## config.mk

```make
export PLATFORM = sky130hd
export DESIGN_NAME = phase_2b_rot_sched_flat
export DESIGN_NICKNAME = d
export VERILOG_FILES = /design/src/rtl/phase_2b_rot_sched_pkg.sv /design/src/rtl/phase_2b_rot_sched_if.sv /design/src/rtl/phase_2b_rot_sched_rr_arbiter.sv /design/src/rtl/phase_2b_rot_sched.sv /design/src/flat_wrapper.sv
export SDC_FILE = /design/constraint.sdc
export NUM_CORES = 1
export LEC_CHECK = 0
export ABC_AREA = 1
export CELL_PAD_IN_SITES_DETAIL_PLACEMENT = 0
export CELL_PAD_IN_SITES_GLOBAL_PLACEMENT = 1
export CORE_MARGIN = 3
export CORE_UTILIZATION = 29
export DETAILED_ROUTE_END_ITERATION = 16
export GPL_TIMING_DRIVEN = 1
export PLACE_DENSITY_LB_ADDON = 0.1
export SYNTH_ARGS = -nofsm -noshare
export SYNTH_HDL_FRONTEND = slang
export SYNTH_SLANG_ARGS = --single-unit
```

## constraint.sdc

```tcl
create_clock -name clk -period 5.3 [get_ports clk]
set_input_delay 0.795 -clock clk [delete_from_list [all_inputs] [get_ports clk]]
set_output_delay 0.795 -clock clk [all_outputs]
set_load 0.02 [all_outputs]
```

## src/rtl/phase_2b_rot_sched_pkg.sv

```systemverilog
// phase_pkg: shared FSM encoding and rotator limit for phase_2b_rot_sched
package phase_pkg;
    typedef enum logic [1:0] {IDLE, BUSY, DONE} phase_sched_state_t;
    localparam int PHASE_KMAX = 3;
endpackage

```

## src/rtl/phase_2b_rot_sched_if.sv

```systemverilog
// phase_2b_rot_sched_if: request/response bundle between requesters and the rotation scheduler
interface phase_2b_rot_sched_if #(parameter int BITSTREAM = 64, parameter int NREQ = 4);
    localparam int ROT_W = $clog2(BITSTREAM);
    localparam int ID_W = $clog2(NREQ);
    logic [NREQ-1:0] in_valid;
    logic [NREQ-1:0] in_ready;
    logic [NREQ*BITSTREAM-1:0] in_bits;
    logic [NREQ*ROT_W-1:0] in_rot;
    logic out_valid;
    logic out_ready;
    logic [BITSTREAM-1:0] out_bits;
    logic [ID_W-1:0] out_id;
    logic busy;
    modport master (output in_valid, in_bits, in_rot, out_ready,
                    input in_ready, out_valid, out_bits, out_id, busy);
    modport slave (input in_valid, in_bits, in_rot, out_ready,
                   output in_ready, out_valid, out_bits, out_id, busy);
endinterface

```

## src/rtl/phase_2b_rot_sched_rr_arbiter.sv

```systemverilog
// rr_arbiter: combinational round-robin pick of the first request at or after ptr
module rr_arbiter #(parameter int N = 4) (
    input  logic [N-1:0]         req,
    input  logic [$clog2(N)-1:0] ptr,
    output logic [N-1:0]         gnt,
    output logic [$clog2(N)-1:0] gnt_idx
);
    // scan offsets from farthest to nearest so the nearest valid requester wins
    always_comb begin
        gnt_idx = '0;
        for (int i = N - 1; i >= 0; i--)
            if (req[(int'(ptr) + i) % N]) gnt_idx = $clog2(N)'((int'(ptr) + i) % N);
        gnt = (|req) ? N'(1) << gnt_idx : '0;
    end
endmodule

```

## src/rtl/phase_2b_rot_sched.sv

```systemverilog
// phase_2b_rot_sched: round-robin scheduler sharing one PHASE_2b rotator among NREQ requesters
module phase_2b #(parameter int W = 64) (
    input  logic [W-1:0] d_i,
    input  logic [1:0]   k_i,
    output logic [W-1:0] q_o
);
    // single-pass rotate-right by 0..3
    always_comb
        q_o = (k_i == 2'd0) ? d_i :
              (k_i == 2'd1) ? {d_i[0], d_i[W-1:1]} :
              (k_i == 2'd2) ? {d_i[1:0], d_i[W-1:2]} :
                              {d_i[2:0], d_i[W-1:3]};
endmodule

module phase_2b_rot_sched import phase_pkg::*; #(parameter int BITSTREAM = 64, parameter int NREQ = 4) (
    input logic clk,
    input logic rst,
    phase_2b_rot_sched_if.slave bus
);
    localparam int ROT_W = $clog2(BITSTREAM);
    localparam int ID_W = $clog2(NREQ);
    phase_sched_state_t state_q;
    logic [BITSTREAM-1:0] data_q, data_d;
    logic [ROT_W-1:0] rem_q;
    logic [ID_W-1:0] id_q, ptr_q, ptr_d, gnt_idx;
    logic [NREQ-1:0] gnt;
    logic [1:0] k;

    rr_arbiter #(.N(NREQ)) u_arb (.req(bus.in_valid), .ptr(ptr_q), .gnt(gnt), .gnt_idx(gnt_idx));
    phase_2b #(.W(BITSTREAM)) u_rot (.d_i(data_q), .k_i(k), .q_o(data_d));

    assign k = (rem_q > ROT_W'(PHASE_KMAX)) ? 2'(PHASE_KMAX) : rem_q[1:0];
    assign ptr_d = (gnt_idx == ID_W'(NREQ - 1)) ? '0 : gnt_idx + ID_W'(1);
    assign bus.in_ready = (state_q == IDLE) ? gnt : '0;
    assign bus.out_valid = state_q == DONE;
    assign bus.out_bits = data_q;
    assign bus.out_id = id_q;
    assign bus.busy = state_q != IDLE;

    // accept in IDLE, loop the word through the rotator in BUSY, hold the result in DONE
    always_ff @(posedge clk)
        if (rst) begin
            state_q <= IDLE;
            data_q <= '0;
            rem_q <= '0;
            id_q <= '0;
            ptr_q <= '0;
        end else begin
            case (state_q)
                IDLE: if (|bus.in_valid) begin
                    data_q <= bus.in_bits[gnt_idx*BITSTREAM +: BITSTREAM];
                    rem_q <= bus.in_rot[gnt_idx*ROT_W +: ROT_W];
                    id_q <= gnt_idx;
                    ptr_q <= ptr_d;
                    state_q <= BUSY;
                end
                BUSY: begin
                    data_q <= data_d;
                    rem_q <= rem_q - ROT_W'(k);
                    if (rem_q == ROT_W'(k)) state_q <= DONE;
                end
                DONE: if (bus.out_ready) state_q <= IDLE;
                default: state_q <= IDLE;
            endcase
        end
endmodule

```

## src/flat_wrapper.sv

```systemverilog
// flat-port wrapper written by rule: the top's interface ports become plain ports
module phase_2b_rot_sched_flat import phase_pkg::*;
#(parameter int BITSTREAM = 64, parameter int NREQ = 4)
  (clk, rst, bus_in_valid, bus_in_bits, bus_in_rot, bus_out_ready, bus_in_ready, bus_out_valid, bus_out_bits, bus_out_id, bus_busy);
  phase_2b_rot_sched_if #(.BITSTREAM(BITSTREAM), .NREQ(NREQ)) bus_i ();
  input logic clk;
  input logic rst;
  input wire logic [$bits(bus_i.in_valid)-1:0] bus_in_valid;
  input wire logic [$bits(bus_i.in_bits)-1:0] bus_in_bits;
  input wire logic [$bits(bus_i.in_rot)-1:0] bus_in_rot;
  input wire logic [$bits(bus_i.out_ready)-1:0] bus_out_ready;
  output wire logic [$bits(bus_i.in_ready)-1:0] bus_in_ready;
  output wire logic [$bits(bus_i.out_valid)-1:0] bus_out_valid;
  output wire logic [$bits(bus_i.out_bits)-1:0] bus_out_bits;
  output wire logic [$bits(bus_i.out_id)-1:0] bus_out_id;
  output wire logic [$bits(bus_i.busy)-1:0] bus_busy;
  assign bus_i.in_valid = bus_in_valid;
  assign bus_i.in_bits = bus_in_bits;
  assign bus_i.in_rot = bus_in_rot;
  assign bus_i.out_ready = bus_out_ready;
  assign bus_in_ready = bus_i.in_ready;
  assign bus_out_valid = bus_i.out_valid;
  assign bus_out_bits = bus_i.out_bits;
  assign bus_out_id = bus_i.out_id;
  assign bus_busy = bus_i.busy;
  phase_2b_rot_sched #(.BITSTREAM(BITSTREAM), .NREQ(NREQ)) u_core (.clk(clk), .rst(rst), .bus(bus_i));
endmodule
```

; Yosys cells after proc, flatten, opt, wreduce, memory -nomap -nowiden
; Cells that the tools add are included.
[classes]
add_sub_neg = 5
mul = 1
magnitude_cmp = 5
eq_ne = 10
shift = 3
muxes = 30
bitwise_logic = 3
n_reduce_logical = 12
[ops]
columns = operator, n
row1 = 64-bit two-way mux, 4
row2 = 256-bit by 9-bit variable part select with 64-bit output, 1
row3 = 64-bit case mux with 2 select lines, 1
row4 = 24-bit by 6-bit variable part select with 6-bit output, 1
row5 = 2-bit two-way mux, 9
row6 = "3-bit by 4-bit less-than comparator with 1-bit output, second input constant", 3
row7 = 6-bit case mux with 2 select lines, 1
row8 = 1-bit binary-select mux with 2-bit select, 4
row9 = 4-bit two-way mux, 2
row10 = 1-bit two-way mux, 7
row11 = "2-bit == test, second input constant", 3
row12 = 6-bit by 2-bit == test with 1-bit output, 1
row13 = "6-bit by 2-bit greater-than comparator with 1-bit output, second input constant", 1
row14 = 6-bit two-way mux, 1
row15 = "2-bit != test, second input constant", 3
row16 = 2-bit case mux with 3 select lines, 1
row17 = 3-bit AND reduction, 2
row18 = 2-bit OR reduction, 3
row19 = 6-bit by 2-bit subtractor with 6-bit output, 1
row20 = "2-bit by 1-bit adder with 2-bit output, second input constant", 2
row21 = "2-bit adder, second input constant", 2
row22 = "2-bit by 1-bit == test with 1-bit output, second input constant", 2
row23 = 2-bit zero test, 2
row24 = "2-bit by 2-bit multiplier with 4-bit output, second input constant", 1
row25 = 7 further kinds, 11
[totals]
regBits = 76
output_inout_bits = 72

; Depth between registers and ports, before layout
; Gate-level depths: netlist (run 1).
[depth]
word_depth = 14
ltp_mapped = 16
depth_no_buf = 13

; Hierarchy
; From an unflattened synthesis (run 1), not the netlist that was laid out.
[hier_totals]
cells_unflattened = 1626
hier_area_um2 = 8400.6
[by_module_without_submodules]
columns = mod, n_inst, cells_each, area_per_inst_um2, seq_area_each_um2
row1 = phase_2b_rot_sched, 1, 891, 5323.9, 1521.5
row2 = phase_2b, 1, 683, 2824.0, 0.0
row3 = rr_arbiter, 1, 52, 252.7, 0.0

; Worst setup path before layout (run 1)
; OpenSTA, ideal clock, no wires.
[synth_timing]
kind = input-to-output
from = input bus_in_valid[3]
to = output bus_in_ready[3]
arrival_time_ns = 2.204
slack_ns = 2.301
path_stages = 10
n_path_buf = 1
path_cell_list = inv_1 nand2_1 nand3_1 o21ai_0 nand2_1 nor2_4 clkbuf_1 ha_1 inv_1 nor2_1
[synth_via]
elab_chain_len = 10
elab_cells_between_ends = 19
classes_between = 1 x shift / 17 x mux / 1 x reduce/logical
[synth_rtl]
columns = item, line_no
row1 = from (decl), flat_wrapper.sv:8  ; input wire logic [$bits(bus_i.in_valid)-1:0] bus_in_valid;
row2 = 1-bit binary-select mux with 2-bit select, phase_2b_rot_sched_rr_arbiter.sv:12  ; if (req[(int'(ptr) + i) % N]) gnt_idx = $clog2(N)'((int'(ptr) + i) % N);
row3 = 1-bit two-way mux (not written as such) (2 in series), phase_2b_rot_sched_rr_arbiter.sv:12
row4 = 2-bit two-way mux (3 in series), phase_2b_rot_sched_rr_arbiter.sv:12
row5 = 2-bit two-way mux *, phase_2b_rot_sched_rr_arbiter.sv:12
row6 = via u_core.gnt_idx[1], phase_2b_rot_sched.sv:25  ; logic [ID_W-1:0] id_q, ptr_q, ptr_d, gnt_idx;
row7 = 1-bit by 2-bit left shift with 4-bit output *, phase_2b_rot_sched_rr_arbiter.sv:13  ; gnt = (|req) ? N'(1) << gnt_idx : '0;
row8 = 4-bit two-way mux *, phase_2b_rot_sched_rr_arbiter.sv:13
row9 = 4-bit two-way mux *, phase_2b_rot_sched.sv:34  ; assign bus.in_ready = (state_q == IDLE) ? gnt : '0;
row10 = to (decl), flat_wrapper.sv:12  ; output wire logic [$bits(bus_i.in_ready)-1:0] bus_in_ready;
; The timed path passes the listed nets; every way through them passes the cells marked *. The select of a mux whose other input is x is not followed.

; Worst setup path in the final report (run 1)
[layout_timing]
from = input bus_in_valid[3]
to = output bus_in_ready[3]
[layout_via]
elab_chain_len = 10
elab_cells_between_ends = 19
classes_between = 1 x shift / 17 x mux / 1 x reduce/logical
[layout_rtl]
columns = item, line_no
row1 = 1-bit binary-select mux with 2-bit select, phase_2b_rot_sched_rr_arbiter.sv:12
row2 = 1-bit two-way mux (not written as such) (2 in series), phase_2b_rot_sched_rr_arbiter.sv:12
row3 = 2-bit two-way mux (4 in series), phase_2b_rot_sched_rr_arbiter.sv:12
row4 = 1-bit by 2-bit left shift with 4-bit output, phase_2b_rot_sched_rr_arbiter.sv:13
row5 = 4-bit two-way mux *, phase_2b_rot_sched_rr_arbiter.sv:13
row6 = 4-bit two-way mux *, phase_2b_rot_sched.sv:34
; Mark *: on every way between the ends. The rest lies on a longest branch, timed or not. The select of a mux whose other input is x is not followed.

==> results.txt, run 1 <==
The tools report the relative contribution of combinational cells to total power as 71.7%. In this run the deepest clock path goes through 2 buffers. Of all nets on the critical path, the largest fanout is 11. The total net switching power was 0.00321 W; the final global-route overflow total was 0. For the first-iteration detailed-routing DRC count, the log shows 627. The number of max-cap violations was 0; the end-of-flow core utilization was 45.0%.

The number of vias per cell after detailed routing is 4.80. Setup repair after global routing left no endpoint under its margin. The tools report the register share of total power as 17.5%. For the number of buffers inserted by post-CTS setup repair, the log shows 0. The mean routed wirelength per cell works out to 14.5 um. Dominant synthesized flop cell: sky130_fd_sc_hd__dfxtp_1. The flow ran to the end, and the final reports show no timing, DRC or antenna violations.

After synthesis the netlist holds a flip-flop and latch count of 76. The switching power as a share of total power was 53.7%; the number of H-tree branching levels was 3. The logs give 3.31 ns for the data arrival at the endpoint of the critical path and 9072 for the number of global-route vias before repair. VDD sags by at most 0.000425 V. For this design the top-level I/O count stands at 359. The logs give 9648 for the number of vias after detailed routing and 0.35 ns for the clock insertion delay at the later pin of the skew report.

The period utilization came out at 77.5%. The worst setup path is launched from an input pin. Input and output buffers added on the ports amount to 358. In this run, the clock network consumes 10.8% of the power.

Cell internal power was estimated by the tool at 0.00276 W. Counting the fill cells in the layout gives 2846. The number of DRC violations after detailed routing is 0, and the number of setup violations in the final report is 0. Fraction of final layout cells with drive strength greater than 1: 2.68%.

Entering global routing, the biggest net connects 129 pins. Each instance of the synthesized netlist takes up on average 5.37 um2. Across the routed clock network, the largest skew measured is 0.0111 ns. During synthesis, Yosys emitted a total of 0 warnings. Residual antenna-violating net count after detailed routing: 0. At the end of routability-driven placement, the weighted congestion stood at 0.815. Leaving out fill and tap cells, the most frequent cells in the layout are sky130_fd_sc_hd__nand2_1, sky130_fd_sc_hd__clkdlybuf4s50_1, sky130_fd_sc_hd__nand3_1.

Summed over all failing endpoints, the final setup total negative slack is 0 ns. On the critical path, the stage with the largest delay is an instance of sky130_fd_sc_hd__clkdlybuf4s50_1. The first TritonRoute pass finished after 5 iterations. On the final layout, the worst hold slack is 0.472 ns. The total wirelength of the detailed-routed design was 29200 um.

The distinct cell type count after synthesis is 29. Summing all flip-flop and latch instances after layout gives 0.00152 mm2. Of all flip-flops after synthesis, the portion carrying an async set or reset was 0%. The cell area that synthesis handed to floorplanning was 0.00754 mm2. The repair_antennas step left the layout with diodes totalling 0.

For the pin with the worst max-slew slack, the measured transition is 1.20 ns. The signal on the critical path passes through clkdlybuf4s50_1, inv_1, o21ai_1, nand2_1, nand3_1, nand3_1, nand2_4, ha_1, inv_1, nor2_1, clkdlybuf4s50_1. The die height was 167 um. Chip width: 167 um. The initialized floorplan defines 58 standard-cell rows. The number of gates resized after CTS was 0. The tools report the clock sink count as 76. TritonCTS built the clock tree. Buffers inserted during clock tree synthesis total 9. For the initial antenna violation count, the log shows 0.

The footprint of the multi-input gates came out at 0.00486 mm2. The sequential-to-total area share from yosys stat is 20.2%, and the post-CTS clock slew at the launch and capture registers of the worst setup and hold paths is 0.06 ns. The final critical path time including I/O delays and setup is 4.11 ns. Power per standard cell area: 522 mW/mm2. The layout overhead on the synthesized area was 51.7%. The run gives 243 MHz as the highest achievable clock rate. The global-route wire length before repair is 46700 um, and the post-DP HPWL is 21300 um. Hold repair after CTS inserted 0 buffers. For this run, the slowest stage of the critical path takes 0.63 ns.

By startpoint and endpoint, the worst setup path is classified as in2out. The worst pin sits at a relative slew slack of 20.3%. The count of flip-flops with a built-in enable after synthesis came out at 0. The most frequent standard cell in the layout excluding fill and tap cells was sky130_fd_sc_hd__nand2_1.

The endpoint kind of the worst setup timing path was an output port. The net count of the finished layout is 1967. The initial utilization of the core area, before any placement, comes to 29.7%. The die covers 0.0280 mm2.

The analysis attributes to cell leakage a power of 4.98 nW. The total count of hold-check failures in the final report came out at 0. The core region is 0.0254 mm2.

When the netlist entered floorplanning its net count stood at 1696. The cell count after synthesis came out at 1404. Count of pins over their slew limit: 0. At the worst endpoint, the required time is 4.51 ns. The worst min-delay path class was reg2reg.

Global routing used 20.0% of the available tracks. The root buffer cell is sky130_fd_sc_hd__clkbuf_16.
[sequential cells by signal, summed over array words and instances, names as in the netlist]
signal and cells:
u_core.bus.out_bits 64, u_core.bus.out_id 2, u_core.ptr_q 2, u_core.rem_q 6, u_core.state_q 2
[synthesized netlist by cell type, drive strengths merged (2+ instances only)]
| cell | n | area (um2) |
|---|---|---|
| nor3 | 2 | 10.0 |
| a21oi | 77 | 385 |
| nand3b | 2 | 15.0 |
| buf | 59 | 350 |
| nand2 | 506 | 1910 |
| o21ai | 138 | 694 |
| nand3 | 224 | 1120 |
| o211ai | 65 | 488 |
| dfxtp | 76 | 1520 |
| clkbuf | 51 | 191 |
| ha | 5 | 62.6 |
| xor2 | 2 | 17.5 |
| inv | 172 | 646 |
| nor2 | 19 | 78.8 |
[worst max-delay path, delay by kind of cell]
kind                     cells  cell delay, ns
buffers and inverters        4            1.27
AND/OR/NAND/NOR              5            0.91
adder cells (fa/ha/maj)      1            0.16
AO/OA/AOI/OAI                1            0.19
[path summary, 6_finish.rpt]
kind / from / to / slack [ns] / depth (start not counted)
worst min-delay path: u_core.rem_q[5] / u_core.rem_q[5] / 0.47 / 2
worst min register to register: u_core.rem_q[5] / u_core.rem_q[5] / 0.47 / 2
worst max register to register: u_core.ptr_q[0] / u_core.bus.out_bits[27] / 2.45 / 13
worst max-delay path: bus_in_valid[3] / bus_in_ready[3] / 1.19 / 11
[kinds of logic (layout without fill, tap and decap cells)]
group,Yosys count,count (layout),share of synthesized area [%]
fa+ha+maj,5,5,0.830
buf+inv,282,558,15.8
flops,76,76,20.2
simple gates,755,755,41.8
compound gates,284,284,21.2
xor+xnor,2,2,0.232
[power by group through the flow]
stage | Sequential [W] | Combinational (W) | Clock [W]
after detailed placement | 0.00106 | 0.00434 | 0
final | 0.00104 | 0.00428 | 0.000646
after floorplan | 0.00122 | 0.00284 | 0
after global placement | 0.00105 | 0.00433 | 0
after CTS | 0.00105 | 0.00435 | 0.000667
after global routing | 0.00109 | 0.00488 | 0.000688
[layer usage]
layer / global-route usage [%] / part of all wire, % / routed length, um / vias up
li1: - / - / - / 5077
met5: 0 / 0 / 0 / -
met2: 34.9 / 48 / 13900 / 255
met1: 25.2 / 45 / 13100 / 4299
met3: 4.86 / 6.5 / 1880 / 17
met4: 3.88 / 1.0 / 293 / 0
[per-stage QoR]
stage	area, um2	setup WS (ns)	std cells	power [W]
3_3_place_gp	11100	1.24	1994	0.00539
6_report	11400	1.19	2010	0.00597
3_5_place_dp	11100	1.18	1994	0.00539
4_1_cts	11400	1.19	2010	0.00607
2_1_floorplan	7540	2.30	1404	0.00405
5_1_grt	11400	0.947	2010	0.00666
[final cells by class]
cell class	count	area share, %
multi-input cells	1046	42.5
repair buffers	370	32.2
flip-flops and latches	76	13.3
inverters	172	5.67
well taps	330	3.61
clock buffers	10	2.09
clock inverters	6	0.558
(Power assumes the default switching activity.)
==> inputs of run 2 (changes only) <==
--- a/config.mk
+++ b/config.mk
@@ -9,7 +9,7 @@
 export CELL_PAD_IN_SITES_DETAIL_PLACEMENT = 0
 export CELL_PAD_IN_SITES_GLOBAL_PLACEMENT = 1
 export CORE_MARGIN = 3
-export CORE_UTILIZATION = 29
+export CORE_UTILIZATION = 24
 export DETAILED_ROUTE_END_ITERATION = 16
 export GPL_TIMING_DRIVEN = 1
 export PLACE_DENSITY_LB_ADDON = 0.1
==> constraint.sdc (replaced) <==
create_clock -name clk -period 3.5 [get_ports clk]
set_input_delay 0.525 -clock clk [delete_from_list [all_inputs] [get_ports clk]]
set_output_delay 0.525 -clock clk [all_outputs]
set_load 0.02 [all_outputs]
==> results.txt, run 2 (synthesis gave the netlist of run 1 again) <==
The run finished with clean final reports. The number of vias after detailed routing was 9710 (was 9648). The chip width came out at 183 um (was 167 um). The cell count of the worst reg-to-reg path works out to 13 (unchanged). Count of pins over their slew limit: 0 (unchanged).

The number of antenna diodes was 0 (unchanged). Setup repair after global routing left no endpoint under its margin. The global router's overall resource usage is 17.8% (was 20.0%).

The residual antenna-violating net count after detailed routing is 0 (unchanged). Endpoint of the worst register-to-register path: u_core.bus.out_bits[25] (was u_core.bus.out_bits[27]). The placement row count is 64 (was 58). The tools report the global placement routability congestion as 0.783 (was 0.815).

The first-iteration detailed-routing DRC count is 556 (was 627). The tools report the post-cts hold buffer count as 0 (unchanged). The run gives 3 (unchanged) as the number of H-tree branching levels. The run gives 17.4% (was 17.5%) as the register share of total power. The number of buffers inserted by post-CTS setup repair came out at 0 (unchanged).

The classification of the worst setup path was in2out (unchanged). TritonCTS built the clock tree. Clock sink count: 76 (unchanged). The flip-flop count of the largest register, all copies and words added is 64 (unchanged), and the maximum number of pins on one net before global-route repair is 129 (unchanged). The endpoint kind of the worst setup timing path was an output port (unchanged). The net total in the final layout came out at 1975 (was 1967). The smallest setup slack after layout was 0.225 ns (was 1.19 ns); the mean routed wirelength per cell was 14.9 um (was 14.5 um).

Power per standard cell area: 789 mW/mm2 (was 522 mW/mm2). The clock insertion delay at the later pin of the skew report is 0.35 ns (about the same), and the final global-route overflow total is 0 (unchanged). The run gives 0.0113 mm2 (was 0.0111 mm2) as the post-placement cell area.

The switching power as a share of total power came out at 54.6% (was 53.7%). The worst hold endpoint is u_core.rem_q[5] (unchanged). The final critical path time including I/O delays and setup is 3.27 ns, and the worst slew slack as a fraction of its limit is 45.8% (was 20.3%). For the initial antenna violation count, the log shows 0 (unchanged). For the part of the power in the clock network, the log shows 10.5% (was 10.8%).

The data required time of the worst path is 2.97 ns (was 4.51 ns). The logs give 0 (unchanged) for the number of resized instances in the post-cts repair step and 0.00103 V (was 0.000425 V) for the peak supply drop. The die height was 183 um (was 167 um).

The logs give 0.00415 W (was 0.00276 W) for the total internal power and 5.02 nW (was 4.98 nW) for the static leakage. The data arrival at the endpoint of the critical path came out at 2.75 ns (was 3.31 ns). The number of vias per cell after detailed routing is 4.66 (was 4.80).

The pin slew with the least headroom to its limit was 0.812 ns (was 1.20 ns). Worst min-delay path class: reg2reg (unchanged). The cell depth of the worst min-delay path works out to 2 (unchanged). The critical hold path startpoint is u_core.rem_q[5] (unchanged).

The area of the die came out at 0.0336 mm2 (was 0.0280 mm2). The number of max-cap violations came out at 0 (unchanged). Most frequent standard cell in the layout excluding fill and tap cells: sky130_fd_sc_hd__nand2_1 (unchanged). The total iterations of the first detailed-routing run is 4 (was 5). The logs give 72.1% (was 71.7%) for the relative contribution of combinational cells to total power and 305 MHz for the highest achievable clock rate.

The total net switching power is 0.00500 W (was 0.00321 W), and the total count of hold-check failures in the final report is 0 (unchanged). Reg-to-reg setup timing slack: 0.88 ns (was 2.45 ns). Startpoint of the worst register-to-register path: u_core.ptr_q[0] (unchanged). Layout overhead on the synthesized area: 53.8% (was 51.7%). The total of buffers placed on input and output ports was 358 (unchanged).

The logs give 31100 um (was 29200 um) for the total wirelength of the detailed-routed design and 24.5% (was 29.7%) for the starting utilization of the core area. The number of buffers created by CTS is 9 (unchanged), and the post-CTS clock slew at the launch and capture registers of the worst setup and hold paths is 0.08 ns (was 0.06 ns). The run gives 2 (unchanged) as the number of buffers between clock root and the deepest sink. Highest net fanout along the worst path: 5 (was 11). The logs give 359 (unchanged) for the number of primary I/O pins and 49100 um (was 46700 um) for the global-route wire length before repair. Highest-count cells in the layout ignoring fill and taps: sky130_fd_sc_hd__nand2_1, sky130_fd_sc_hd__clkdlybuf4s50_1, sky130_fd_sc_hd__nand3_1 (unchanged). The number of setup violations in the final report is 0 (unchanged).

The period utilization was 93.6%. The run gives 0 (unchanged) as the number of DRC violations after detailed routing. Fraction of final layout cells with drive strength greater than 1: 3.14% (was 2.68%). The logs give 0.0307 mm2 (was 0.0254 mm2) for the total core area and 0 ns (unchanged) for the total negative slack.

Worst clock skew: 0.0182 ns (was 0.0111 ns). The run gives 0.222 ns (was 1.18 ns) as the pre-CTS setup slack. The number of global-route vias before repair came out at 9117 (was 9072). The design area came out at 0.0116 mm2 (was 0.0114 mm2). The tools report the root buffer cell as sky130_fd_sc_hd__clkbuf_16 (unchanged).

For the post-DP HPWL, the log shows 23000 um (was 21300 um). The tools report the critical path startpoint category as an input pin (unchanged).
run 2: cell type report:
type	instances	area [um2]
Fill cell	3453	19200
Multi-Input combinational cell	1046	4860
Timing Repair Buffer	378	3770
Sequential cell	76	1520
Inverter	172	648
Tap cell	396	495
Clock buffer	9	225
Clock inverter	7	65.1
run 2: layer usage:
| layer | share of wire, % | wire length (um) | track usage, % |
|---|---|---|---|
| met1 | 46 | 14300 | 23.9 |
| met2 | 46 | 14300 | 29.3 |
| met5 | 0 | 0 | 0 |
| met4 | 1.4 | 423 | 3.72 |
| met3 | 6.8 | 2110 | 4.26 |
run 2: power groups by stage:
stage          Combinational, W  Sequential (W)  Clock (W)
2_1_floorplan           0.00430         0.00184          0
3_3_place_gp            0.00670         0.00160          0
3_5_place_dp            0.00668         0.00161          0
4_1_cts                 0.00671         0.00160   0.000989
5_1_grt                 0.00753         0.00166    0.00103
6_report                0.00660         0.00159   0.000958
run 2: worst max path at each step:
stage                         start              end  slack (ns)  cells after the start
floorplan           bus_in_valid[3]  bus_in_ready[3]        1.04                     10
global placement    bus_in_valid[3]  bus_in_ready[3]        0.27                     11
detailed placement  bus_in_valid[3]  bus_in_ready[3]        0.22                     11
CTS                 bus_in_valid[3]  bus_in_ready[3]        0.22                     11
global route        bus_in_valid[3]  bus_in_ready[3]        0.06                     11
finish              bus_in_valid[3]  bus_in_ready[3]        0.23                     11
run 2: worst max-delay path: stages:
cell and delay, ns:
sky130_fd_sc_hd__clkdlybuf4s50_1 0.50, sky130_fd_sc_hd__inv_1 0.08, sky130_fd_sc_hd__o21ai_1 0.18, sky130_fd_sc_hd__nand2_1 0.10, sky130_fd_sc_hd__nand3_1 0.11, sky130_fd_sc_hd__nand3_1 0.16, sky130_fd_sc_hd__nand2_4 0.16, sky130_fd_sc_hd__ha_1 0.16
sky130_fd_sc_hd__inv_1 0.05, sky130_fd_sc_hd__nor2_1 0.11, sky130_fd_sc_hd__clkdlybuf4s50_1 0.62
run 2: metrics by stage:
step / power [W] / cells / hold slack (ns) / utilization [%]
final: 0.00915 / 2084 / 0.479 / 37.7
after detailed placement: 0.00829 / 2068 / 0.471 / 36.8
after floorplan: 0.00614 / 1404 / 0.443 / -
after global placement: 0.00831 / 2068 / 0.462 / 36.8
after CTS: 0.00930 / 2084 / 0.482 / 37.7
after global routing: 0.0102 / 2084 / 0.527 / 37.7
==> inputs of run 3 (changes only) <==
--- a/config.mk
+++ b/config.mk
@@ -6,13 +6,15 @@
 export NUM_CORES = 1
 export LEC_CHECK = 0
 export ABC_AREA = 1
+export ABC_CLOCK_PERIOD_IN_PS = 3500
 export CELL_PAD_IN_SITES_DETAIL_PLACEMENT = 0
 export CELL_PAD_IN_SITES_GLOBAL_PLACEMENT = 1
 export CORE_MARGIN = 3
 export CORE_UTILIZATION = 24
+export CTS_BUF_LIST = sky130_fd_sc_hd__clkbuf_2 sky130_fd_sc_hd__clkbuf_4 sky130_fd_sc_hd__clkbuf_8
 export DETAILED_ROUTE_END_ITERATION = 16
 export GPL_TIMING_DRIVEN = 1
-export PLACE_DENSITY_LB_ADDON = 0.1
+export PLACE_DENSITY_LB_ADDON = 0.25
 export SYNTH_ARGS = -nofsm -noshare
 export SYNTH_HDL_FRONTEND = slang
 export SYNTH_SLANG_ARGS = --single-unit
==> results.txt, run 3 (synthesis gave the netlist of run 1 again) <==
The number of max-cap violations was 0 (unchanged). The end-of-flow core utilization was 37.3% (was 37.7%). The run gives 129 (unchanged) as the maximum number of pins on one net before global-route repair. The post-placement cell area was 0.0113 mm2 (about the same). The tools report the critical path startpoint category as an input pin (unchanged). The mean routed wirelength per cell was 14.7 um (was 14.9 um).

The number of vias after detailed routing came out at 9709 (was 9710). The post-cts hold buffer count is 0 (unchanged), and the number of buffers between clock root and the deepest sink is 2 (unchanged). The number of primary I/O pins was 359 (unchanged). The area of the die is 0.0336 mm2 (unchanged). Root buffer cell: sky130_fd_sc_hd__clkbuf_8 (was sky130_fd_sc_hd__clkbuf_16). The peak supply drop is 0.000773 V (was 0.00103 V).

The logs give 4.96 nW (was 5.02 nW) for the static leakage and 0 (unchanged) for the initial antenna violation count. Total iterations of the first detailed-routing run: 6 (was 4). The fraction of final layout cells with drive strength greater than 1 was 3.02% (was 3.14%); the total count of hold-check failures in the final report was 0 (unchanged). The run gives 0 (unchanged) as the count of pins over their slew limit. Most frequent standard cell in the layout excluding fill and tap cells: sky130_fd_sc_hd__nand2_1 (unchanged).

The pin slew with the least headroom to its limit was 0.794 ns (was 0.812 ns); the global placement routability congestion was 0.821 (was 0.783). The data required time of the worst path was 2.97 ns (about the same). The first-iteration detailed-routing DRC count is 567 (was 556), and the clock insertion delay at the later pin of the skew report is 0.37 ns (was 0.35 ns). The placement row count is 64 (unchanged), and the total negative slack is 0 ns (unchanged). TritonCTS built the clock tree.

The residual antenna-violating net count after detailed routing was 0 (unchanged); the highest net fanout along the worst path was 5 (unchanged). The global router's overall resource usage was 17.5% (was 17.8%). Total wirelength of the detailed-routed design: 30600 um (was 31100 um).

The clock sink count was 76 (unchanged); the die height was 183 um (unchanged). The total of buffers placed on input and output ports is 358 (unchanged). The classification of the worst setup path was in2out (unchanged). The run gives 1973 (was 1975) as the net total in the final layout.

The count of non-filler cells in the finished layout was 2082 (was 2084). The worst slew slack as a fraction of its limit came out at 47.1% (was 45.8%). The number of antenna diodes is 0 (unchanged), and the layout overhead on the synthesized area is 52.3% (was 53.8%). The chip width was 183 um (unchanged). The tools report the total core area as 0.0307 mm2 (unchanged). The flip-flop count of the largest register, all copies and words added was 64 (unchanged). The post-CTS clock slew at the launch and capture registers of the worst setup and hold paths came out at 0.10 ns (was 0.08 ns). Number of DRC violations after detailed routing: 0 (unchanged). Worst min-delay path class: reg2reg (unchanged). The run gives 0 (unchanged) as the number of buffers inserted by post-CTS setup repair. The final critical path time including I/O delays and setup was 3.24 ns (was 3.27 ns).

Highest-count cells in the layout ignoring fill and taps: sky130_fd_sc_hd__nand2_1, sky130_fd_sc_hd__clkdlybuf4s50_1, sky130_fd_sc_hd__nand3_1 (unchanged). The run gives 48500 um (was 49100 um) as the global-route wire length before repair. Endpoint kind of the worst setup timing path: an output port (unchanged). The highest achievable clock rate was 309 MHz (was 305 MHz); the number of H-tree branching levels was 3 (unchanged). Setup repair after global routing left no endpoint under its margin.

The logs give 0 (unchanged) for the final global-route overflow total and 0.00152 mm2 (unchanged) for the storage element area. The number of vias per cell after detailed routing works out to 4.66 (about the same). For the number of setup violations in the final report, the log shows 0 (unchanged). For the post-DP HPWL, the log shows 22500 um (was 23000 um). The number of filler instances in the final layout is 3369 (was 3453).

The number of buffers created by CTS was 9 (unchanged). The flow ran to the end, and the final reports show no timing, DRC or antenna violations. Power per standard cell area: 768 mW/mm2 (was 789 mW/mm2).

The design area was 0.0115 mm2 (was 0.0116 mm2). The footprint of the multi-input gates is 0.00486 mm2 (unchanged). The number of cells in the design after placement is 2066 (was 2068), and the number of resized instances in the post-cts repair step is 0 (unchanged). Data arrival at the endpoint of the critical path: 2.72 ns (was 2.75 ns). The number of global-route vias before repair came out at 9207 (was 9117). Period utilization: 92.6% (was 93.6%). The logs give 24.5% (unchanged) for the starting utilization of the core area and 0.0170 ns (was 0.0182 ns) for the worst clock skew.
[run 3: cell count changes in the layout (fill, tap and decap cells not counted), sizes merged]
cell      delta
clkinv       +2
inv          -5
clkbuf       +2
buf          -2
clkinvlp     +1
[run 3: cell type report]
| cell class | count | area share [%] |
|---|---|---|
| multi-input combinational | 1046 | 42.4 |
| timing repair buffer | 376 | 32.8 |
| sequential | 76 | 13.3 |
| inverter | 172 | 5.65 |
| tap | 396 | 4.32 |
| clock buffer | 11 | 1.26 |
| clock inverter | 5 | 0.327 |
[run 3: routing by layer]
metal  vias up  GRT usage, %  routed length (um)
met1      4324          23.0               14000
met4         0          4.42                 579
li1       5089             -                   -
met2       266          29.0               14100
met5         -             0                   0
met3        30          3.99                1860
[run 3: path summary, 6_finish.rpt]
kind,from,end,slack (ns),cells past startpoint
worst max-delay path,bus_in_valid[3],bus_in_ready[3],0.26,11
worst min-delay path,u_core.rem_q[5],u_core.rem_q[5],0.48,2
worst max register to register,u_core.ptr_q[0],u_core.bus.out_bits[1],0.93,11
worst min register to register,u_core.rem_q[5],u_core.rem_q[5],0.48,2
[run 3: metrics by stage]
stage	hold WS, ns	worst slack [ns]	total power [W]
floorplan	0.443	1.04	0.00614
global placement	0.460	0.300	0.00822
detailed placement	0.471	0.242	0.00823
CTS	0.485	0.242	0.00896
global route	0.515	0.0620	0.00988
finish	0.478	0.259	0.00882
[run 3: power by group]
group	switching, W	leakage (nW)	internal, W
clock network	0.000391	0.0889	0.000287
registers	0.000378	0.632	0.00122
logic	0.00412	4.24	0.00243
[run 3: worst max-delay path: stages]
cell and delay, ns:
sky130_fd_sc_hd__clkdlybuf4s50_1 0.49, sky130_fd_sc_hd__inv_1 0.07, sky130_fd_sc_hd__o21ai_1 0.20, sky130_fd_sc_hd__nand2_1 0.11, sky130_fd_sc_hd__nand3_1 0.11, sky130_fd_sc_hd__nand3_1 0.13, sky130_fd_sc_hd__nand2_4 0.14, sky130_fd_sc_hd__ha_1 0.15
sky130_fd_sc_hd__inv_1 0.05, sky130_fd_sc_hd__nor2_1 0.11, sky130_fd_sc_hd__clkdlybuf4s50_1 0.62
